--- src/rtl/tag_match_seq.sv ---
// Sequential tag matcher: a small tag array searched one entry per cycle through
// a single shared comparator, with a valid/ready request and response handshake.
module tag_match_seq #(
    parameter int unsigned WIDTH = 8,
    parameter int unsigned DEPTH = 4,
    parameter int unsigned IDX_W = 2
) (
    input  logic             clk,
    input  logic             rst_n,
    input  logic             wr_en,
    input  logic [IDX_W-1:0] wr_idx,
    input  logic [WIDTH-1:0] wr_tag,
    input  logic             inv_en,
    input  logic [IDX_W-1:0] inv_idx,
    input  logic             srch_req,
    input  logic [WIDTH-1:0] srch_key,
    output logic             srch_rdy,
    output logic             rsp_valid,
    input  logic             rsp_rdy,
    output logic             rsp_hit,
    output logic [IDX_W-1:0] rsp_idx,
    output logic             busy
);

    localparam logic [IDX_W-1:0] LAST_IDX = IDX_W'(DEPTH - 1);

    typedef enum logic [1:0] {
        IDLE = 2'd0,
        SCAN = 2'd1,
        RESP = 2'd2
    } state_t;

    state_t           state;
    state_t           state_nxt;
    logic [WIDTH-1:0] tags [DEPTH];
    logic [DEPTH-1:0] valid;
    logic [IDX_W-1:0] ptr;
    logic [IDX_W-1:0] ptr_nxt;
    logic [WIDTH-1:0] key;
    logic [WIDTH-1:0] key_nxt;
    logic             hit_nxt;
    logic [IDX_W-1:0] idx_nxt;
    logic             match_c;

    // The one shared comparator, always looking at the entry under the scan pointer.
    assign match_c = valid[ptr] & (tags[ptr] == key);

    // Tag array: writable in every state; invalidate wins over write on the valid bit.
    always_ff @(posedge clk or negedge rst_n) begin
        if (!rst_n) begin
            valid <= '0;
            for (int i = 0; i < int'(DEPTH); i++) begin
                tags[i] <= '0;
            end
        end else begin
            for (int i = 0; i < int'(DEPTH); i++) begin
                if (wr_en && (wr_idx == IDX_W'(i))) begin
                    tags[i] <= wr_tag;
                end
                if (inv_en && (inv_idx == IDX_W'(i))) begin
                    valid[i] <= 1'b0;
                end else if (wr_en && (wr_idx == IDX_W'(i))) begin
                    valid[i] <= 1'b1;
                end
            end
        end
    end

    // Next-state and datapath control.
    always_comb begin
        state_nxt = state;
        ptr_nxt   = ptr;
        key_nxt   = key;
        hit_nxt   = rsp_hit;
        idx_nxt   = rsp_idx;
        unique case (state)
            IDLE: begin
                if (srch_req) begin
                    key_nxt   = srch_key;
                    ptr_nxt   = '0;
                    state_nxt = SCAN;
                end
            end
            SCAN: begin
                if (match_c) begin
                    hit_nxt   = 1'b1;
                    idx_nxt   = ptr;
                    state_nxt = RESP;
                end else if (ptr == LAST_IDX) begin
                    hit_nxt   = 1'b0;
                    idx_nxt   = '0;
                    state_nxt = RESP;
                end else begin
                    ptr_nxt = ptr + IDX_W'(1);
                end
            end
            RESP: begin
                if (rsp_rdy) begin
                    state_nxt = IDLE;
                end
            end
            default: state_nxt = IDLE;
        endcase
    end

    // State, search registers and registered status outputs decoded from next state.
    always_ff @(posedge clk or negedge rst_n) begin
        if (!rst_n) begin
            state     <= IDLE;
            ptr       <= '0;
            key       <= '0;
            rsp_hit   <= 1'b0;
            rsp_idx   <= '0;
            srch_rdy  <= 1'b1;
            rsp_valid <= 1'b0;
            busy      <= 1'b0;
        end else begin
            state     <= state_nxt;
            ptr       <= ptr_nxt;
            key       <= key_nxt;
            rsp_hit   <= hit_nxt;
            rsp_idx   <= idx_nxt;
            srch_rdy  <= (state_nxt == IDLE);
            rsp_valid <= (state_nxt == RESP);
            busy      <= (state_nxt != IDLE);
        end
    end

endmodule
--- config.mk ---
export PLATFORM = sky130hd
export DESIGN_NAME = tag_match_seq
export DESIGN_NICKNAME = d
export VERILOG_FILES = /design/src/rtl/tag_match_seq.sv
export SDC_FILE = /design/constraint.sdc
export NUM_CORES = 1
export LEC_CHECK = 0
export ABC_AREA = 1
export ABC_CLOCK_PERIOD_IN_PS = 1900
export BUFFER_PORTS_ARGS = -buffer_cell sky130_fd_sc_hd__buf_2
export CORE_ASPECT_RATIO = 2
export CORE_UTILIZATION = 56
export DETAILED_ROUTE_END_ITERATION = 16
export PLACE_DENSITY = 0.73
export SETUP_SLACK_MARGIN = 0.4
export SYNTH_ARGS = -nofsm -noshare
export SYNTH_HDL_FRONTEND = slang
export SYNTH_SLANG_ARGS = --single-unit
--- constraint.sdc ---
create_clock -name clk -period 1.9 [get_ports clk]
set_input_delay 0.19 -clock clk [delete_from_list [all_inputs] [get_ports clk]]
set_output_delay 0.19 -clock clk [all_outputs]
set_load 0.005 [all_outputs]
==> flow_metrics.tcl <==
set metrics [dict create \
    outcome "finished, final reports clean" \
    hp-class "in2reg" \
    hold_violations 0 \
    start_util_pct 58.3 \
    gr-total-overflow 0 \
    ant_nets 0 \
    rsz0062_at_grt "true" \
    cp_slowest_cell "dfrtp_2" \
    synth_most_common_cell "nand2_1" \
    multi_input_area_um2 1060 \
    setup_viol 0 \
    slowest_delay_ps 490 \
    ys_ff_latch 54 \
    path_class "reg2reg" \
    dp_hpwl_um 3980 \
    post-route-period-util_pct 94.3 \
    synth_xor_xnor_area_share_pct 0.692 \
    synth_common_cells "nand2_1, dfrtp_1, inv_1" \
    wl_per_cell_um 14.0 \
    dpl.cell_count 394 \
    end_kind "flip-flop" \
    firstDrtPassIters 4 \
    synth_area_leaders "dfrtp_1, nand2_1, o21ai_0, nand3_1, inv_1" \
    synth_ff_type "dfrtp_1" \
    start_kind "flip-flop" \
    nFillCells 392 \
    yosysTopAreaCell "dfrtp_1" \
    drive_gt1_share_pct 22.0 \
    dieWidth_um 49.5 \
    cts_inserted_buffers 5 \
    yosysSeqAreaShare_pct 53.5 \
    antenna_found_initial 0 \
    via_per_inst 5.31 \
    muxShareOfSynthArea_pct 1.78 \
    drcViolationCount 0 \
    synth_compound_area_share_pct 8.51 \
    grt_pass1_wl_um 9690 \
    die_height_um 97.1 \
    power_density_nw_per_um2 1340 \
    finalCriticalPeriod_ps 1790 \
    p_leak_uw 0.00159 \
    syn2layout_area_growth_pct 18.0 \
    synth_edf_count 0 \
    clock_skew_ps 11.2 \
    reg2regPathDepth 12 \
    die_area_um2 4810 \
    yosys.area_share.simple_pct 27.7 \
    ioPinCount 32 \
    root_buffer "clkbuf_8" \
    hold_path_depth 2 \
    rows 34 \
    crit_fanout 7 \
    path_common_cell "nand2_1" \
    fmax_ghz 0.558 \
    vias 2168 \
    clk-insertion-delay-late_ps 300 \
    fin_util_pct 68.8 \
    netlist.area_leader.share_pct 52.4 \
    core_area_um2 4340 \
    mappedNetlistArea_um2 2530 \
    grtUsageTotal_pct 26.1 \
    report.final.slew_viol_count 0 \
    worstMarginPinSlew_ps 652 \
    vdd_ir_drop_max_mv 0.975 \
    relSlewSlack_pct 56.4 \
    tritoncts "done" \
    gp_congestion 0.835 \
    p_total_uw 3990 \
    grt_max_degree 55 \
    n_antenna_cell 0 \
    yosysWarnings 0 \
    critPathArrivalTime_ps 2030 \
    clockBufferDepth 2 \
    htreeDepth 2 \
    ys_types 25 \
    synth_top_family_by_area "simple AND/OR/NAND/NOR gates" \
    fin_cells 408 \
    grt_pass1_vias 2278 \
    async_reset_ff_share_pct 100 \
    fin_nets 380 \
    avgSynthCellArea_um2 8.06 \
    clk_pin_slew_ps 90 \
    synth_adder_area_share_pct 0.495 \
    netlist_instances 314 \
    worstPathRequired_ps 2140 \
    clkSinkCount 54 \
    dr.first_iter.drc_count 54 \
    synth_fp_nets 341 \
    seq_area_um2 1350 \
    cap_violations 0 \
    io_buffer_count 31 \
    wirelength_um 5700 \
    cp_cell_sequence "buf_4 > nand2_1 > nand3_1 > nand3b_1 > nand2_1 > nor2_1 > nand2_1 > nor2_2 > nand3_4 > inv_2 > nand2_1 > nand2_1" \
]
-- timing repair --
| action | CTS | global route |
|---|---|---|
| hold buffers | 1 | 0 |
| setup endpoints to repair | 10 | 10 |
| endpoints found under the hold margin | 53 | 0 |
| pin swaps | 7 | 7 |
| resized for setup | 15 | 11 |
| cloned | 1 | 1 |
| setup buffers | 3 | 0 |
-- layer usage --
layer | wire, µm | vias to the layer above | GRT usage (%)
met3 | 156 | 21 | 4.54
met4 | 226 | 0 | 17.4
li1 | - | 1079 | -
met5 | 0 | - | 0
met1 | 2210 | 1020 | 28.5
met2 | 3100 | 48 | 44.5
-- area by class of cell --
class / instances / area share [%]
Timing Repair inverter: 1 / 0.251
Clock buffer: 7 / 3.23
Tap cell: 54 / 2.26
Inverter: 37 / 4.78
Timing Repair Buffer: 40 / 8.21
Clock inverter: 1 / 0.293
Sequential cell: 54 / 45.3
Multi-Input combinational cell: 214 / 35.6
-- where the power goes --
group / internal [µW] / switching [µW] / total (µW)
Combinational: 638 / 1020 / 1660
Sequential: 1440 / 191 / 1630
Clock: 335 / 365 / 699
-- critical path: cells and delay by family, from the launching register on --
kind | cells | cell delay, ps
simple gates | 10 | 950
flops | 1 | 490
buf+inv | 2 | 280
-- placed cells by master, fill, tap and decap left out, drive strengths merged --
cell type	instances
a21oi	4
a32oi	2
buf	39
clkbuf	7
clkinv	2
clkinvlp	1
dfrtp	53
dfstp	1
dlygate4sd3	1
ha	1
inv	36
mux2	4
nand2	109
nand3	32
nand3b	3
nand4	3
nor2	18
nor3	2
o21ai	32
o32ai	2
xnor2	1
xor2	1
-- metrics by stage --
step / cell area (µm²) / setup TNS [ps] / setup WS, ps / hold WS (ps)
floorplan: 2530 / 0 / 376 / -106
global route: 2990 / -137 / -58.8 / 99.5
CTS: 2950 / 0 / 143 / 105
global placement: 2750 / 0 / 113 / 207
detailed placement: 2750 / 0 / 68.0 / 202
finish: 2990 / 0 / 107 / 105
-- state kept, by name (all words and copies together) (netlist names) --
register / count
srch_rdy: 1
key: 8
state: 2
busy: 1
rsp_idx: 2
rsp_hit: 1
tags: 32
rsp_valid: 1
valid: 4
ptr: 2
-- worst paths after layout --
kind                                 startpoint  slack (ps)                endpoint
max                          ptr[0]$_DFFE_PN0P_         110  rsp_idx[0]$_DFFE_PN0P_
min reg2reg                tags[13]$_DFFE_PN0P_         490    tags[13]$_DFFE_PN0P_
min                                  inv_idx[1]         110    valid[3]$_DFFE_PN0P_
max in group asynchronous                 rst_n        1220      srch_rdy$_DFF_PN1_
max reg2reg                  ptr[0]$_DFFE_PN0P_         110  rsp_idx[0]$_DFFE_PN0P_
min in group asynchronous                 rst_n         400      key[4]$_DFFE_PN0P_
-- kinds of logic (layout without fill, tap and decap cells) --
logic type,count (synthesis),after routing
simple gates,167,167
flops,54,54
buf+inv,46,86
compound gates,40,40
mux,4,4
xor+xnor,2,2
fa+ha+maj,1,1
Note: power is estimated with default switching activity, not from simulation.
